==> src/rtl/instruction_fetch_pkg.sv <==
// Shared constants and types for the instruction fetch stage.
package instruction_fetch_pkg;

  // Canonical RISC-V NOP (addi x0, x0, 0); shown on if_instr while the buffer is empty after reset.
  localparam logic [31:0] NOP_INSTR = 32'h00000013;

  // Default first fetch address after reset.
  localparam logic [63:0] DEFAULT_RESET_PC = 64'h0;

  // IDLE: free to issue a request. WAIT_RSP: one granted request outstanding.
  typedef enum logic {
    IDLE     = 1'b0,
    WAIT_RSP = 1'b1
  } fetch_state_t;

endpackage

==> src/rtl/instruction_fetch.sv <==
// Instruction fetch: PC generation, single-outstanding instruction memory
// requests, and a one-entry output buffer handed to decode via valid/ready.
// Redirects flush the buffer and mark any in-flight response as stale.
module instruction_fetch
  import instruction_fetch_pkg::*;
#(
  parameter int unsigned     XLEN     = 64,
  parameter logic [XLEN-1:0] RESET_PC = XLEN'(DEFAULT_RESET_PC)
) (
  input  logic            clk,
  input  logic            reset,
  output logic            imem_req,
  output logic [XLEN-1:0] imem_addr,
  input  logic            imem_gnt,
  input  logic            imem_rvalid,
  input  logic [31:0]     imem_rdata,
  input  logic            redirect_valid,
  input  logic [XLEN-1:0] redirect_pc,
  output logic            if_valid,
  output logic [31:0]     if_instr,
  output logic [XLEN-1:0] if_pc,
  input  logic            id_ready
);

  localparam logic [XLEN-1:0] PC_STEP    = XLEN'(4);
  localparam logic [XLEN-1:0] ALIGN_MASK = ~XLEN'(3);

  fetch_state_t    r_state;
  logic [XLEN-1:0] r_pc;
  logic [XLEN-1:0] r_pc_req;
  logic            r_discard;
  logic            r_if_valid;
  logic [31:0]     r_if_instr;
  logic [XLEN-1:0] r_if_pc;

  logic            w_consume;
  logic            w_req;
  logic [XLEN-1:0] w_redirect_pc;

  // A request goes out only from IDLE into an empty or draining buffer, and
  // never in a redirect cycle, so a grant can never collide with a redirect.
  assign w_consume     = r_if_valid && id_ready;
  assign w_req         = (r_state == IDLE) && !reset && (!r_if_valid || id_ready) && !redirect_valid;
  assign w_redirect_pc = redirect_pc & ALIGN_MASK;

  assign imem_req  = w_req;
  assign imem_addr = r_pc;
  assign if_valid  = r_if_valid;
  assign if_instr  = r_if_instr;
  assign if_pc     = r_if_pc;

  // Fetch FSM, PC update and output buffer; redirect overrides everything but reset.
  always_ff @(posedge clk) begin
    if (reset) begin
      r_state    <= IDLE;
      r_pc       <= RESET_PC;
      r_pc_req   <= '0;
      r_discard  <= 1'b0;
      r_if_valid <= 1'b0;
      r_if_instr <= NOP_INSTR;
      r_if_pc    <= '0;
    end else if (redirect_valid) begin
      r_pc       <= w_redirect_pc;
      r_if_valid <= 1'b0;
      if (r_state == WAIT_RSP) begin
        if (imem_rvalid) begin
          // Response arriving with the redirect is already stale: drop it now.
          r_state   <= IDLE;
          r_discard <= 1'b0;
        end else begin
          // Response still in flight: remember to drop it when it lands.
          r_discard <= 1'b1;
        end
      end
    end else begin
      if (w_consume) begin
        r_if_valid <= 1'b0;
      end
      if (r_state == IDLE) begin
        if (w_req && imem_gnt) begin
          r_pc_req <= r_pc;
          r_pc     <= r_pc + PC_STEP;
          r_state  <= WAIT_RSP;
        end
      end else begin
        if (imem_rvalid) begin
          r_state <= IDLE;
          if (r_discard) begin
            r_discard <= 1'b0;
          end else begin
            // Buffer is empty or draining here, so this refill wins over the consume above.
            r_if_valid <= 1'b1;
            r_if_instr <= imem_rdata;
            r_if_pc    <= r_pc_req;
          end
        end
      end
    end
  end

endmodule

==> config.mk <==
export PLATFORM = sky130hd
export DESIGN_NAME = instruction_fetch
export DESIGN_NICKNAME = d
export VERILOG_FILES = /design/src/rtl/instruction_fetch_pkg.sv /design/src/rtl/instruction_fetch.sv
export SDC_FILE = /design/constraint.sdc
export NUM_CORES = 1
export LEC_CHECK = 0
export ABC_CLOCK_PERIOD_IN_PS = 3630
export CORE_UTILIZATION = 40
export DETAILED_ROUTE_END_ITERATION = 16
export PLACE_DENSITY_LB_ADDON = 0.15
export REMOVE_ABC_BUFFERS = 1
export SLEW_MARGIN = 20
export SYNTH_ARGS = -nofsm -noshare
export SYNTH_HDL_FRONTEND = slang
export SYNTH_SLANG_ARGS = --single-unit
==> constraint.sdc <==
create_clock -name clk -period 3.63 [get_ports clk]
set_input_delay 0.363 -clock clk [delete_from_list [all_inputs] [get_ports clk]]
set_output_delay 0.363 -clock clk [all_outputs]
set_load 0.005 [all_outputs]
==> results of run 1 <==
final cells by class:
cell class | instances | area, um^2 | area share
flip-flops and latches | 221 | 4420 | 0.343
repair buffers | 277 | 2740 | 0.213
clock buffers | 36 | 727 | 0.0563
clock inverters | 5 | 78.8 | 0.00611
inverters | 9 | 33.8 | 0.00262
well taps | 285 | 357 | 0.0276
multi-input cells | 900 | 4540 | 0.352
worst min-delay path: cells and delay by family:
kind / cells / cell delay (ns)
buf+inv: 1 / 0.40
simple gates: 1 / 0.05
compound gates: 1 / 0.05
cells in the mapped netlist, types with 14 or more instances:
cell                       count
sky130_fd_sc_hd__or3_1        17
sky130_fd_sc_hd__nand4_1      42
sky130_fd_sc_hd__or4_1        19
sky130_fd_sc_hd__a21oi_1     160
sky130_fd_sc_hd__dfxtp_1     221
sky130_fd_sc_hd__nor2_1       49
sky130_fd_sc_hd__a31oi_1      28
sky130_fd_sc_hd__nand3_1      35
sky130_fd_sc_hd__nand2_1     380
sky130_fd_sc_hd__o211ai_1     14
sky130_fd_sc_hd__a211oi_1     15
sky130_fd_sc_hd__clkbuf_1     73
sky130_fd_sc_hd__nor3_1       25
report_power, final:
part / internal (W) / leakage [nW] / switching (W)
registers: 0.00249 / 1.80 / 0.0000997
clock network: 0.00152 / 0.398 / 0.000978
logic: 0.000237 / 1.98 / 0.000198
registers in the layout (all words and copies together), names as in the netlist:
signal,count
if_pc,62
imem_addr,62
if_valid,1
r_discard,1
r_state,1
if_instr,32
r_pc_req,62
routing by layer:
layer,vias to the layer above,track usage,part of all wire
li1,4668,-,-
met1,4383,0.335,0.47
met2,300,0.386,0.45
met3,30,0.0502,0.066
met4,0,0.0476,0.016
met5,-,0,0
cells by family (layout without fill, tap and decap cells):
family,Yosys count,in the layout,share of synthesized area
flip-flops,221,221,0.475
adder cells (fa/ha/maj),1,1,0.00134
buffers and inverters,97,327,0.0408
AND/OR/NAND/NOR,618,618,0.299
multiplexers,4,4,0.00457
AO/OA/AOI/OAI,259,259,0.165
other,1,4,0.000403
XOR/XNOR,14,14,0.0132
metrics by stage:
step	cells	power, W	setup WS, ns	utilization	TNS [ns]
2_1_floorplan	1130	0.00274	-1.84	-	-227.80
3_3_place_gp	1692	0.00307	0.582	0.533	0
3_5_place_dp	1692	0.00307	0.577	0.533	0
4_1_cts	1733	0.00557	0.873	0.568	0
5_1_grt	1733	0.00573	0.675	0.568	0
6_report	1733	0.00552	0.848	0.568	0
worst paths after layout:
kind                        from  cells after the start       endpoint
setup reg to reg   imem_addr[14]                      5  imem_addr[56]
setup / recovery   imem_addr[14]                      5  imem_addr[56]
hold / removal    imem_rdata[16]                      3   if_instr[16]
hold reg to reg     r_pc_req[63]                      2      if_pc[63]
==> run_summary.xml, run 1 <==
<?xml version="1.0" encoding="UTF-8"?>
<metrics>
  <group name="run_status">
    <metric name="status" unit="">finished, final reports clean</metric>
  </group>
  <group name="global_routing">
    <metric name="grt-ovfl-total" unit="">0</metric>
    <metric name="grt_max_degree" unit="">86</metric>
    <metric name="grt_antenna_before_repair" unit="">0</metric>
    <metric name="grt_first_pass_wirelength" unit="um">46500</metric>
    <metric name="grt_pass1_vias" unit="">8431</metric>
    <metric name="groute.usage.overall" unit="">0.241</metric>
  </group>
  <group name="placement">
    <metric name="buffer_ports.inserted" unit="">257</metric>
    <metric name="detailed_place_hpwl" unit="um">20100</metric>
    <metric name="placement.cell_area" unit="um^2">12100</metric>
    <metric name="globalplace.congestion" unit="">0.890</metric>
  </group>
  <group name="yosys">
    <metric name="synth_cell_type_count" unit="">51</metric>
    <metric name="synth_edf_count" unit="">0</metric>
    <metric name="synth_seq_cells" unit="">221</metric>
    <metric name="synth_top_cells_by_area" unit="">sky130_fd_sc_hd__dfxtp_1 (48%), sky130_fd_sc_hd__nand2_1 (15%), sky130_fd_sc_hd__a21oi_1 (8.6%)</metric>
    <metric name="dominantRegCellSynth" unit="">sky130_fd_sc_hd__dfxtp_1</metric>
    <metric name="yosysSeqAreaShare" unit="">0.475</metric>
    <metric name="avgSynthCellArea" unit="um^2">7.66</metric>
    <metric name="ys_async_rst_share" unit="">0</metric>
    <metric name="synthesis.instances" unit="">1215</metric>
    <metric name="netlist_area" unit="um^2">9310</metric>
    <metric name="synth_top_area_frac" unit="">0.475</metric>
    <metric name="synth_area_leader_cell" unit="">sky130_fd_sc_hd__dfxtp_1</metric>
    <metric name="synth.yosys.warnings" unit="">0</metric>
  </group>
  <group name="critical_path">
    <metric name="worstSetupEndpointType" unit="">flop</metric>
    <metric name="critPathTopFamily" unit="">simple AND/OR/NAND/NOR gates</metric>
    <metric name="path_cells" unit="">nand4_1 -&gt; or4_1 -&gt; or4_1 -&gt; or3_1 -&gt; a311oi_1</metric>
    <metric name="cpPeakStageDelay" unit="ns">0.70</metric>
    <metric name="r2r_setup_slack" unit="ns">0.85</metric>
    <metric name="crit_slowest_cell" unit="">sky130_fd_sc_hd__or4_1</metric>
    <metric name="cp.buffers_inverters" unit="">0</metric>
    <metric name="crit_path_start_kind" unit="">flop</metric>
    <metric name="worstSetupPathType" unit="">reg2reg</metric>
    <metric name="cp_data_arrival_time" unit="ns">3.21</metric>
    <metric name="worstPathRequired" unit="ns">4.06</metric>
    <metric name="worstPathMaxFanout" unit="">9</metric>
    <metric name="critical_path.most_common_cell" unit="">sky130_fd_sc_hd__or4_1</metric>
  </group>
  <group name="finish">
    <metric name="drive_gt1_frac" unit="">0.0504</metric>
    <metric name="final.fill_count" unit="">2166</metric>
    <metric name="total_inserted_antenna_cells" unit="">0</metric>
    <metric name="layout.nets" unit="">1537</metric>
    <metric name="most_common_cell_after_layout_fill_and_taps_aside" unit="">sky130_fd_sc_hd__nand2_1</metric>
    <metric name="layout_common_cells" unit="">sky130_fd_sc_hd__nand2_1 (379), sky130_fd_sc_hd__clkdlybuf4s50_1 (255), sky130_fd_sc_hd__dfxtp_1 (221)</metric>
    <metric name="area_growth" unit="%">38.6</metric>
    <metric name="design_area" unit="um^2">12900</metric>
  </group>
  <group name="clock_network">
    <metric name="cts.path.max_buffers" unit="">3</metric>
    <metric name="path_clk_slew" unit="ns">0.06</metric>
    <metric name="cts_hold_repair.buffers" unit="">0</metric>
    <metric name="tritoncts_buffer_count" unit="">25</metric>
    <metric name="cts-htree-levels" unit="">1</metric>
    <metric name="cts_root_buffer" unit="">sky130_fd_sc_hd__clkbuf_16</metric>
    <metric name="clkLatencyLatePin" unit="ns">0.52</metric>
    <metric name="cts_post_setup_buffers_inserted" unit="">0</metric>
    <metric name="cts_repair_resize_count" unit="">0</metric>
    <metric name="clock_sink_count" unit="">221</metric>
    <metric name="clock_tree_from_tritoncts" unit="">yes</metric>
  </group>
  <group name="floorplan">
    <metric name="floorplan.initialDensity" unit="">0.410</metric>
    <metric name="die_x" unit="um">155</metric>
    <metric name="die_area" unit="um^2">23900</metric>
    <metric name="ios" unit="">264</metric>
    <metric name="rows" unit="">55</metric>
    <metric name="die_y" unit="um">155</metric>
    <metric name="floorplan.core_area" unit="um^2">22700</metric>
  </group>
  <group name="routing">
    <metric name="drt-total-wl" unit="um">29500</metric>
    <metric name="detail-route-antenna-nets" unit="">0</metric>
    <metric name="routed-via-count" unit="">9381</metric>
    <metric name="drtIter0Drc" unit="">652</metric>
    <metric name="detail_route.vias_per_cell" unit="">5.41</metric>
    <metric name="avgRoutedWirePerCell" unit="um">17.0</metric>
    <metric name="number_of_iterations_in_the_first_detailed_routing_pass" unit="">5</metric>
    <metric name="post-route-drc-count" unit="">0</metric>
  </group>
  <group name="sta">
    <metric name="timing.final.crit_share" unit="">0.766</metric>
    <metric name="report.final.slew_viol_count" unit="">0</metric>
    <metric name="rsz0062_at_grt" unit="">no</metric>
    <metric name="worst_slew_pin_slew" unit="ns">0.957</metric>
    <metric name="final-hold-violation-count" unit="">0</metric>
    <metric name="max_slew_margin" unit="">0.362</metric>
    <metric name="fin_hold_ws" unit="ns">0.389</metric>
    <metric name="setup-violations-final" unit="">0</metric>
    <metric name="period_needed" unit="ns">2.78</metric>
    <metric name="max_freq" unit="GHz">0.359</metric>
    <metric name="timing.clock.skew" unit="ns">0.00827</metric>
  </group>
  <group name="pwr">
    <metric name="total_leakage_power" unit="nW">4.18</metric>
    <metric name="power.density" unit="nW/um^2">427</metric>
    <metric name="vdd_ir_drop_max" unit="mV">0.316</metric>
  </group>
  <group name="hold_path">
    <metric name="holdCritPathClass" unit="">in2reg</metric>
  </group>
  <group name="job">
    <metric name="cap_viol_max_count" unit="">0</metric>
  </group>
</metrics>
Power figures use the tool's default switching activity.
==> inputs of run 2 (changes only) <==
ABC_CLOCK_PERIOD_IN_PS = 2400   (was 3630)
clock period = 2.4 ns   (was 3.63 ns; I/O delays follow)
==> run_summary.xml, run 2 (synthesis gave the netlist of run 1 again) <==
<?xml version="1.0" encoding="UTF-8"?>
<metrics>
  <group name="finish">
    <metric name="final.fill_count" unit="">2090</metric>
    <metric name="area_growth" unit="%">45.5</metric>
    <metric name="layout.core_utilization" unit="">0.597</metric>
    <metric name="layout.nets" unit="">1618</metric>
    <metric name="most_common_cell_after_layout_fill_and_taps_aside" unit="">sky130_fd_sc_hd__nand2_1</metric>
    <metric name="design_area" unit="um^2">13600</metric>
    <metric name="drive_gt1_frac" unit="">0.104</metric>
    <metric name="layout_common_cells" unit="">sky130_fd_sc_hd__nand2_1 (379), sky130_fd_sc_hd__clkdlybuf4s50_1 (255), sky130_fd_sc_hd__dfxtp_1 (221)</metric>
  </group>
  <group name="global_routing">
    <metric name="grt_pass1_vias" unit="">8837</metric>
    <metric name="grt_antenna_before_repair" unit="">1</metric>
    <metric name="groute.usage.overall" unit="">0.251</metric>
    <metric name="grt_max_degree" unit="">123</metric>
    <metric name="grt-ovfl-total" unit="">0</metric>
    <metric name="grt_first_pass_wirelength" unit="um">47900</metric>
  </group>
  <group name="critical_path">
    <metric name="worstPathRequired" unit="ns">2.85</metric>
    <metric name="worstPathMaxFanout" unit="">4</metric>
    <metric name="worstSetupPathType" unit="">reg2reg</metric>
    <metric name="cp_data_arrival_time" unit="ns">2.78</metric>
    <metric name="crit_slowest_cell" unit="">sky130_fd_sc_hd__or4_4</metric>
    <metric name="path_cells" unit="">ha_2 -&gt; nand4_1 -&gt; or3_4 -&gt; or4_4 -&gt; or3_1 -&gt; a311oi_2</metric>
    <metric name="r2r.worst_path.cells" unit="">6</metric>
    <metric name="worstSetupEndpointType" unit="">flop</metric>
    <metric name="r2r_setup_slack" unit="ns">0.08</metric>
    <metric name="crit_path_start_kind" unit="">flop</metric>
    <metric name="cpPeakStageDelay" unit="ns">0.52</metric>
    <metric name="r2r-end" unit="">imem_addr[56]</metric>
    <metric name="reg2reg_from" unit="">imem_addr[3]</metric>
  </group>
  <group name="clock_network">
    <metric name="clkLatencyLatePin" unit="ns">0.54</metric>
    <metric name="tritoncts_buffer_count" unit="">25</metric>
    <metric name="clock_sink_count" unit="">221</metric>
    <metric name="cts_post_setup_buffers_inserted" unit="">0</metric>
    <metric name="cts-htree-levels" unit="">1</metric>
    <metric name="cts.path.max_buffers" unit="">3</metric>
    <metric name="cts_root_buffer" unit="">sky130_fd_sc_hd__clkbuf_16</metric>
    <metric name="clock_tree_from_tritoncts" unit="">yes</metric>
    <metric name="path_clk_slew" unit="ns">0.06</metric>
  </group>
  <group name="hold_path">
    <metric name="hold_path_depth" unit="">3</metric>
    <metric name="timing.hold.worst_endpoint" unit="">if_instr[26]</metric>
    <metric name="min-delay-start" unit="">imem_rdata[26]</metric>
    <metric name="holdCritPathClass" unit="">in2reg</metric>
  </group>
  <group name="floorplan">
    <metric name="die_y" unit="um">155</metric>
    <metric name="die_x" unit="um">155</metric>
    <metric name="ios" unit="">264</metric>
    <metric name="floorplan.core_area" unit="um^2">22700</metric>
    <metric name="die_area" unit="um^2">23900</metric>
    <metric name="rows" unit="">55</metric>
    <metric name="floorplan.initialDensity" unit="">0.410</metric>
  </group>
  <group name="sta">
    <metric name="final-hold-violation-count" unit="">0</metric>
    <metric name="rsz0062_at_grt" unit="">yes</metric>
    <metric name="period_needed" unit="ns">2.32</metric>
    <metric name="worst_slew_pin_slew" unit="ns">0.663</metric>
    <metric name="timing.final.crit_share" unit="">0.968</metric>
    <metric name="max_freq" unit="GHz">0.430</metric>
    <metric name="setup-violations-final" unit="">0</metric>
    <metric name="report.final.slew_viol_count" unit="">0</metric>
    <metric name="timing.clock.skew" unit="ns">0.0197</metric>
    <metric name="max_slew_margin" unit="">0.558</metric>
  </group>
  <group name="pwr">
    <metric name="total_leakage_power" unit="nW">4.58</metric>
    <metric name="vdd_ir_drop_max" unit="mV">0.449</metric>
    <metric name="power.density" unit="nW/um^2">614</metric>
    <metric name="power" unit="W">0.00833</metric>
  </group>
  <group name="routing">
    <metric name="drt-total-wl" unit="um">30900</metric>
    <metric name="post-route-drc-count" unit="">0</metric>
    <metric name="number_of_iterations_in_the_first_detailed_routing_pass" unit="">5</metric>
    <metric name="routed-via-count" unit="">9803</metric>
    <metric name="detail_route.vias_per_cell" unit="">5.40</metric>
    <metric name="avgRoutedWirePerCell" unit="um">17.0</metric>
    <metric name="drtIter0Drc" unit="">882</metric>
    <metric name="detail-route-antenna-nets" unit="">0</metric>
  </group>
  <group name="placement">
    <metric name="detailed_place_hpwl" unit="um">21700</metric>
    <metric name="placement.cell_area" unit="um^2">12700</metric>
    <metric name="buffer_ports.inserted" unit="">257</metric>
    <metric name="globalplace.congestion" unit="">0.907</metric>
  </group>
  <group name="job">
    <metric name="cap_viol_max_count" unit="">0</metric>
  </group>
  <group name="run_status">
    <metric name="status" unit="">finished, final reports clean</metric>
  </group>
</metrics>
[run 2: how the worst max path moves through the flow]
stage	from	slack, ns	endpoint	cells past startpoint
finish	imem_addr[3]	0.08	imem_addr[56]	6
global route	imem_addr[2]	-0.01	imem_addr[56]	6
CTS	imem_addr[3]	0.02	imem_addr[56]	6
detailed placement	imem_gnt	-0.39	imem_addr[56]	6
global placement	imem_gnt	-0.35	imem_addr[56]	6
floorplan	r_state	-3.07	if_instr[10]	4
[run 2: stage by stage]
step | setup TNS [ns] | hold slack (ns) | setup WS [ns] | instances
after detailed placement | -18.76 | 0.443 | -0.395 | 1773
after CTS | 0 | 0.240 | 0.0223 | 1813
after global routing | -0.00969 | 0.249 | -0.00969 | 1813
after global placement | -14.34 | 0.438 | -0.348 | 1773
after floorplan | -462.89 | 0.309 | -3.07 | 1130
final | 0 | 0.253 | 0.0760 | 1814
[run 2: area by class of cell]
type,instances,area (um^2),share of cell area
clock buffer,34,709,0.0523
clock inverter,6,70.1,0.00517
antenna,1,2.50,0.000185
multi-input combinational,900,4560,0.337
sequential,221,4420,0.326
tap,285,357,0.0263
timing repair buffer,358,3390,0.250
inverter,9,33.8,0.00249
[run 2: power by group]
| part | switching [W] | total [W] | internal, W |
|---|---|---|---|
| logic | 0.000388 | 0.000817 | 0.000428 |
| registers | 0.0000871 | 0.00385 | 0.00376 |
| clock network | 0.00150 | 0.00366 | 0.00216 |
[run 2: critical path: cells and delay by family (launching register included)]
kind	cells	cell delay, ns
flops	1	0.35
compound gates	1	0.23
fa+ha+maj	1	0.23
simple gates	4	1.44
[run 2: repair_timing]
item                                   in CTS  in global routing
endpoints found under the hold margin       0                  0
setup endpoints to repair                   0                  8
gates resized for setup                     0                  7
hold buffers                                0                  0
[run 2: metal layers]
metal / part of all wire / vias up / global-route usage
met2: 0.46 / 375 / 0.396
met5: 0 / - / 0
met4: 0.019 / 0 / 0.0688
met3: 0.076 / 48 / 0.0502
li1: - / 4827 / -
met1: 0.45 / 4553 / 0.347
